===== src/rtl/mux_scan_pkg.sv =====
// Shared types and sizing for the analog MUX scan sequencer.
// Holds the FSM state encoding and a saturating counter helper.
package mux_scan_pkg;

    localparam int NUM_CH = 8;
    localparam int SEL_W  = 3;
    localparam int CNT_W  = 8;

    typedef enum logic [2:0] {
        IDLE,
        BREAK,
        SETTLE,
        STROBE,
        NEXT
    } state_t;

    function automatic logic [CNT_W-1:0] sat_inc(input logic [CNT_W-1:0] v);
        return (v == '1) ? v : v + 1'b1;
    endfunction

endpackage


===== src/rtl/mux_ch_finder.sv =====
// Rotating priority encoder: first set mask bit strictly after cur, wrapping 7->0.
// Purely combinational; cur itself is found last, so a lone set bit reports wrap.
module mux_ch_finder
    import mux_scan_pkg::*;
(
    input  logic [NUM_CH-1:0] mask,
    input  logic [SEL_W-1:0]  cur,
    output logic [SEL_W-1:0]  nxt,
    output logic              wrap,
    output logic              none
);

    logic [SEL_W-1:0] cand;
    logic             found;

    always_comb begin
        nxt   = '0;
        found = 1'b0;
        cand  = '0;
        for (int k = 1; k <= NUM_CH; k++) begin
            cand = cur + SEL_W'(k);
            if (!found && mask[cand]) begin
                nxt   = cand;
                found = 1'b1;
            end
        end
    end

    assign none = ~|mask;
    assign wrap = !none && (nxt <= cur);

endmodule


===== src/rtl/mux_scan_sequencer.sv =====
// Steps the external 8:1 MUX through masked channels: break, settle, strobe, await ack.
// First strobe SETTLE_CYCLES+2 cycles after enable; a channel in flight always completes.
module mux_scan_sequencer
    import mux_scan_pkg::*;
#(
    parameter int SETTLE_CYCLES = 4,
    parameter int ACK_TIMEOUT   = 16
) (
    input  logic              clk,
    input  logic              rst_n,
    input  logic              enable,
    input  logic              continuous,
    input  logic [NUM_CH-1:0] ch_mask,
    input  logic              sample_ack,
    input  logic              err_clr,
    output logic              EN,
    output logic              A2,
    output logic              A1,
    output logic              A0,
    output logic              S,
    output logic              busy,
    output logic              scan_done,
    output logic              ack_err
);

    state_t           state_q;
    logic [SEL_W-1:0] sel_q;
    logic [CNT_W-1:0] cnt_q;
    logic             en_q, s_q, busy_q, done_q, err_q, err_d;
    logic [SEL_W-1:0] search_cur, nxt_ch;
    logic             nxt_wrap, mask_none, tmo_hit;

    // From IDLE, searching "after channel 7" yields the lowest set channel.
    assign search_cur = (state_q == IDLE) ? SEL_W'(NUM_CH - 1) : sel_q;

    mux_ch_finder u_finder (
        .mask (ch_mask),
        .cur  (search_cur),
        .nxt  (nxt_ch),
        .wrap (nxt_wrap),
        .none (mask_none)
    );

    assign tmo_hit = (state_q == STROBE) && !sample_ack
                     && (cnt_q == CNT_W'(ACK_TIMEOUT - 1));
    assign err_d   = tmo_hit | (err_q & ~err_clr);

    always_ff @(posedge clk or negedge rst_n) begin
        if (!rst_n) begin
            state_q <= IDLE;
            sel_q   <= '0;
            cnt_q   <= '0;
            en_q    <= 1'b0;
            s_q     <= 1'b0;
            busy_q  <= 1'b0;
            done_q  <= 1'b0;
            err_q   <= 1'b0;
        end else begin
            done_q <= 1'b0;
            err_q  <= err_d;
            case (state_q)
                IDLE: begin
                    en_q  <= 1'b0;
                    s_q   <= 1'b0;
                    cnt_q <= '0;
                    if (enable && !mask_none) begin
                        sel_q   <= nxt_ch;
                        busy_q  <= 1'b1;
                        state_q <= BREAK;
                    end else begin
                        busy_q <= 1'b0;
                    end
                end
                BREAK: begin
                    en_q    <= 1'b1;
                    cnt_q   <= '0;
                    state_q <= SETTLE;
                end
                SETTLE: begin
                    if (cnt_q >= CNT_W'(SETTLE_CYCLES - 1)) begin
                        s_q     <= 1'b1;
                        cnt_q   <= '0;
                        state_q <= STROBE;
                    end else begin
                        cnt_q <= sat_inc(cnt_q);
                    end
                end
                STROBE: begin
                    if (sample_ack || tmo_hit) begin
                        s_q     <= 1'b0;
                        cnt_q   <= '0;
                        state_q <= NEXT;
                    end else begin
                        cnt_q <= sat_inc(cnt_q);
                    end
                end
                NEXT: begin
                    if (!enable || mask_none) begin
                        en_q    <= 1'b0;
                        busy_q  <= 1'b0;
                        state_q <= IDLE;
                    end else begin
                        done_q <= nxt_wrap;
                        if (nxt_wrap && !continuous) begin
                            en_q    <= 1'b0;
                            busy_q  <= 1'b0;
                            state_q <= IDLE;
                        end else begin
                            sel_q   <= nxt_ch;
                            en_q    <= 1'b0;
                            state_q <= BREAK;
                        end
                    end
                end
                default: state_q <= IDLE;
            endcase
        end
    end

    assign EN           = en_q;
    assign {A2, A1, A0} = sel_q;
    assign S            = s_q;
    assign busy         = busy_q;
    assign scan_done    = done_q;
    assign ack_err      = err_q;

endmodule

===== config.mk =====
export PLATFORM = sky130hd
export DESIGN_NAME = mux_scan_sequencer
export DESIGN_NICKNAME = d
export VERILOG_FILES = /design/src/rtl/mux_scan_pkg.sv /design/src/rtl/mux_ch_finder.sv /design/src/rtl/mux_scan_sequencer.sv
export SDC_FILE = /design/constraint.sdc
export NUM_CORES = 1
export LEC_CHECK = 0
export ABC_AREA = 1
export CAP_MARGIN = 0
export CORE_ASPECT_RATIO = 0.7
export CORE_MARGIN = 2
export CORE_UTILIZATION = 53
export CTS_CLUSTER_DIAMETER = 120
export DETAILED_ROUTE_END_ITERATION = 6
export DONT_BUFFER_PORTS = 1
export HOLD_SLACK_MARGIN = 0.06
export PLACE_DENSITY = 0.68
export SYNTH_ARGS = -nofsm -noshare
export SYNTH_HDL_FRONTEND = slang
export SYNTH_SLANG_ARGS = --single-unit

===== constraint.sdc =====
create_clock -name clk -period 3.9 [get_ports clk]
set_input_delay 0.78 -clock clk [delete_from_list [all_inputs] [get_ports clk]]
set_output_delay 0.78 -clock clk [all_outputs]
set_load 0.02 [all_outputs]

# After elaboration in Yosys (flattened, before gate mapping)
# Index checks and enable logic that the tools add are counted.
# totals
ff_bits,19
in_bits,14
output_inout_bits,8
word_cells,134
# classes
n_addsub,8
order_cmp,10
n_eq_ne,12
n_mux,56
n_bitwise,3
reduce_logical,37
# op_table
op,count
$mux W3,15
$lt A3 B4 Y1 const B,8
$bmux W1 S3,8
$mux W1,24
$mux W8,3
$pmux W8 S3,1
$pmux W3 S5,1
$add A3 B3 Y3 const B,4
$logic_and A1 B1 Y1,12
$logic_not A1 Y1,11
$add A8 B1 Y8 const B,1
$eq A8 B4 Y1 const B,1
$eq A8 B8 Y1 const B,1
$ge A8 B2 Y1 const B,1
$reduce_or A8 Y1,1
$add A3 B2 Y3 const B,2
$eq A3 B2 Y1 const B,2
$ne A2 B2 Y1 const B,3
$pmux W3 S2,1
$reduce_and A3 Y1,2
$reduce_bool A3 Y1,2
$ne A2 B1 Y1 const B,2
$pmux W1 S2,2
$reduce_and A4 Y1,1
other kinds (14),17

# Logic depth before layout (Yosys ltp)
# depth
ltp_word,33
ltp_mapped,32
mapped_depth_nobuf,31

# By module
# From an unflattened synthesis, not the netlist that was laid out.
# unflattened
hier_cells,322
area_unflattened_um2,2033.2
# modules_own_cells
mod,n_inst,cells_per_inst,area_per_inst_um2,seq_area_each_um2
mux_scan_sequencer,1,164,1182.4,475.5
mux_ch_finder,1,158,850.8,0.0

# Worst setup path after synthesis
# No wires, ideal clock.
# synth_timing
path_type,register -> register
startpoint,register state_q[0]
endpoint,register sel_q[0]
setup_ps,117
arrival_time_ps,3203
required_time_ps,3783
slack_ps,580
stages_incl_launch_ff,29
n_path_buf,1
period_less_slack_ps,3320
cell_sequence,dfrtp_1 > nor2_4 > nand2_8 > nand2_4 > buf_12 > ha_1 > inv_1 > nand3_1 > nand2_2 > inv_2 > nand3_1 > nand2_2 > nand3_4 > nor2_4 > inv_2 > nand2_1 > nand2_1 > mux2_2 > or2_2 > inv_1 > ha_1 > nand3_1 > nand2_1 > nand2_1 > nand2_1 > nand2_2 > nand2_2 > nand2_1 > nand2_1
# synth_via
elab_chain_len,32
word_cells_on_any_way,67
classes_between,7 x add/sub; 1 x order compare; 4 x eq/ne; 36 x mux; 19 x reduce/logical
# synth_rtl
element,line_no,source
from (decl),mux_scan_sequencer.sv:26,state_t state_q;
from (signal assigned),mux_scan_sequencer.sv:50,state_q <= IDLE;
from (signal assigned),mux_scan_sequencer.sv:69,state_q <= BREAK;
from (signal assigned),mux_scan_sequencer.sv:77,state_q <= SETTLE;
$logic_not A3 Y1,"mux_scan_sequencer.sv:34, mux_scan_sequencer.sv:61",
$mux W3,mux_scan_sequencer.sv:34,assign search_cur = (state_q == IDLE) ? SEL_W'(NUM_CH - 1) : sel_q;
$add A3 B1 Y3,mux_ch_finder.sv:21,cand = cur + SEL_W'(k);
$bmux W1 S3,mux_ch_finder.sv:22,if (!found && mask[cand]) begin
$mux W1 (not written as such),mux_ch_finder.sv:22,
$mux W1,mux_ch_finder.sv:22,
$logic_not A1 Y1,mux_ch_finder.sv:22,
$logic_and A1 B1 Y1,mux_ch_finder.sv:22,
(+16 left out),-,
$logic_not A1 Y1,mux_ch_finder.sv:22,
$logic_and A1 B1 Y1,mux_ch_finder.sv:22,
$mux W3,mux_ch_finder.sv:22,
$le A3 B3 Y1,mux_ch_finder.sv:30,assign wrap = !none && (nxt <= cur);
$logic_and A1 B1 Y1,mux_ch_finder.sv:30,
$logic_and A1 B1 Y1,mux_scan_sequencer.sv:104,if (nxt_wrap && !continuous) begin
$ne A2 B2 Y1 (no line),-,
$reduce_and A4 Y1 (no line),-,
to (signal assigned),mux_scan_sequencer.sv:67,sel_q <= nxt_ch;
to (signal assigned),mux_scan_sequencer.sv:109,sel_q <= nxt_ch;
to (decl),mux_scan_sequencer.sv:27,logic [SEL_W-1:0] sel_q;
# Several ways; a longest one is shown, not always the timed one. The select of a mux whose other input is x is not followed.
# A chain may end at the register's enable or synchronous reset.

# Final worst setup path
# layout_timing
startpoint,register state_q[1]
endpoint,register sel_q[1]
# The elaborated chain is that of the path after synthesis.

==> run metrics <==
status finished, final reports clean; die area 4390 um2; final instance area 2140 um2; P&R area growth vs syn 4.46%; DRT iter0 DRCs 255; crit-path most repeated cell nand2_1; worst min path class in2async; Crit path max-delay family simple AND/OR/NAND/NOR gates; # hold bufs at CTS 0; register area share after synthesis 0.232; post-CTS setup buffer count 0; Die Wd 78.3 um; post-route ant nets 0; Final Net Count 338; clock buffer count from CTS 3; initial antenna violation count 0; Slew HR 0.548; CTS Buffer Depth 2; Port Buffers 0; Die Ht 56.0 um; clk root buf clkbuf_8; vias per cell 5.57; Critical Path Start Type flip-flop; Routed WL 5130 um; Max Fclk 281 MHz; first-pass detailed-route iteration total 5; ant diodes 0; worst-path fanout max 12; synth unique cells 40; Placer Congestion 0.956; launch point of the worst reg-to-reg path state_q[1]; I/O pin count 22; Remaining DRCs 0; TritonCTS clock tree built; Post-Syn Area 2050 um2; worst setup path start state_q[1]; clk_lat worst skew 0.26 ns; number of global-route vias before repair 1704; final setup fails 0; Worst setup EP type flip-flop; share of layout cells above drive strength 1 0.176; post-route setup TNS 0 ns; dpl cell area 2070 um2; largest net degree at the start of global routing 25; post-CTS sizing 0; Hold Fails Final Rpt 0; Rows 18; routed len/inst 13.9 um; htree depth 1; syn nets 333; CP Class reg2reg; core area 3600 um2; CP peak stage delay 0.43 ns; Clock Pin Slew Worst Setup and Hold Paths 0.08 ns; Critical path buffers and inverters 4; CTS sink cnt 19; Syn Area/Cell 6.50 um2; Vias 2055; Seq cells post-synth 19; first-pass GRT wire length 8160 um; synth warn 0; crit share post-route 0.913; slew at the pin closest to its max-slew limit 0.674 ns; RSZ-0062 raised after global routing false; min Tclk post-route 3.56 ns; Final HPWL DP 4100 um; Post-Synthesis Cells 315; clock skew 0.00283 ns; Slowest cell on crit path dfrtp_1; Total GRT Usage 0.234; total global routing overflow 0; Data arrival, critical path 3.72 ns; Slew Limit Fails 0; max-cap check violation count 0; fillers 361; Initial Utilization 0.568; Critical Path RT 4.06 ns; r2r setup slk 0.34 ns
## metrics by stage
stage | hold slack (ns) | setup slack (ns) | instances | util
global placement | 0.485 | 0.335 | 363 | 0.575
CTS | 0.199 | 0.301 | 367 | 0.589
global route | 0.191 | 0.0346 | 369 | 0.594
detailed placement | 0.485 | 0.340 | 363 | 0.575
finish | 0.202 | 0.339 | 369 | 0.594
floorplan | 0.472 | 0.580 | 315 | -
## layout make-up
class	instances	area (um2)	share of cell area
clock buffers	3	41.3	0.0193
clock inverters	1	7.51	0.00351
inverters	48	184	0.0860
multi-input cells	244	1340	0.626
flip-flops and latches	19	475	0.222
well taps	50	62.6	0.0292
repair buffers	4	30.0	0.0140
## layer usage
metal / wire length [um] / vias up / global-route usage
met5: 0 / - / 0
met4: 4 / 0 / 0.0150
met3: 529 / 2 / 0.0519
met2: 1890 / 89 / 0.303
met1: 2710 / 916 / 0.395
li1: - / 1048 / -
## worst reg2reg max path, stage by stage, from the launching register on
cell,delay [ns]
dfrtp_1,0.43
nor2_4,0.25
nand2_8,0.14
nand2_4,0.09
ha_1,0.17
inv_1,0.05
nand3_1,0.09
nand2_2,0.10
inv_2,0.08
nand3_1,0.10
nand2_2,0.15
nand3_4,0.10
nor2_4,0.12
inv_2,0.06
nand2_1,0.06
nand2_1,0.06
mux2_2,0.25
or2_2,0.29
inv_1,0.06
ha_1,0.22
nand3_1,0.08
nand2_1,0.06
nand2_1,0.08
nand2_1,0.06
nand2_2,0.11
nand2_2,0.07
nand2_1,0.07
nand2_1,0.05
## synth_stat cells (all sizes together)
| cell | count | area (um2) |
|---|---|---|
| mux2 | 1 | 11.3 |
| o2111ai | 1 | 8.76 |
| or2 | 1 | 6.26 |
| clkinv | 1 | 5.00 |
| a22oi | 1 | 7.51 |
| nand2 | 108 | 492 |
| nand3 | 64 | 368 |
| o21bai | 1 | 11.3 |
| a22o | 1 | 8.76 |
| o32ai | 1 | 8.76 |
| ha | 4 | 50.1 |
| o22ai | 3 | 18.8 |
| o21ai | 17 | 88.8 |
| nor4 | 2 | 12.5 |
| o31ai | 1 | 7.51 |
| o211ai | 1 | 7.51 |
| nand4 | 8 | 62.6 |
| nor2 | 17 | 93.8 |
| nor3 | 4 | 20.0 |
| xor2 | 1 | 8.76 |
| a21oi | 5 | 28.8 |
| and3 | 1 | 6.26 |
| dfrtp | 19 | 475 |
| inv | 47 | 179 |
| buf | 5 | 61.3 |
## kinds of logic after synthesis
logic type               count (synthesis)  synth area share
AND/OR/NAND/NOR                        205             0.518
buffers and inverters                   53             0.120
AO/OA/AOI/OAI                           32            0.0959
flip-flops                              19             0.232
adder cells (fa/ha/maj)                  4            0.0244
XOR/XNOR                                 1           0.00428
multiplexers                             1           0.00550
## layout by cell type, fill, tap and decap left out, types with 2 or more instances in the layout
cell / n
nand4_1: 6
buf_4: 4
o22ai_1: 3
o21ai_1: 2
dfrtp_1: 19
nor3_1: 4
clkbuf_8: 3
nor2_1: 13
nand3_1: 56
inv_2: 5
nand2_1: 87
nand4_2: 2
nand2_4: 5
nor2_4: 4
ha_1: 4
a21oi_1: 4
nand3_2: 7
inv_1: 41
nand2_2: 16
nor4_1: 2
o21ai_0: 14
## worst paths after layout
| kind | endpoint | cells past startpoint |
|---|---|---|
| max | sel_q[1] | 27 |
| min | cnt_q[4] | 0 |
| max reg2reg | sel_q[1] | 27 |
| min reg2reg | cnt_q[0] | 1 |
| max in group asynchronous | cnt_q[3] | 0 |
| min in group clk | cnt_q[0] | 1 |
## sequential cells by signal, summed over array words and instances, names as in the netlist
signal	count
EN	1
S	1
ack_err	1
busy	1
cnt_q	8
scan_done	1
sel_q	3
state_q	3
Power is left out: the tool's default activity adds up to more than one toggle a clock period on the data nets, which glitch-free logic cannot reach.
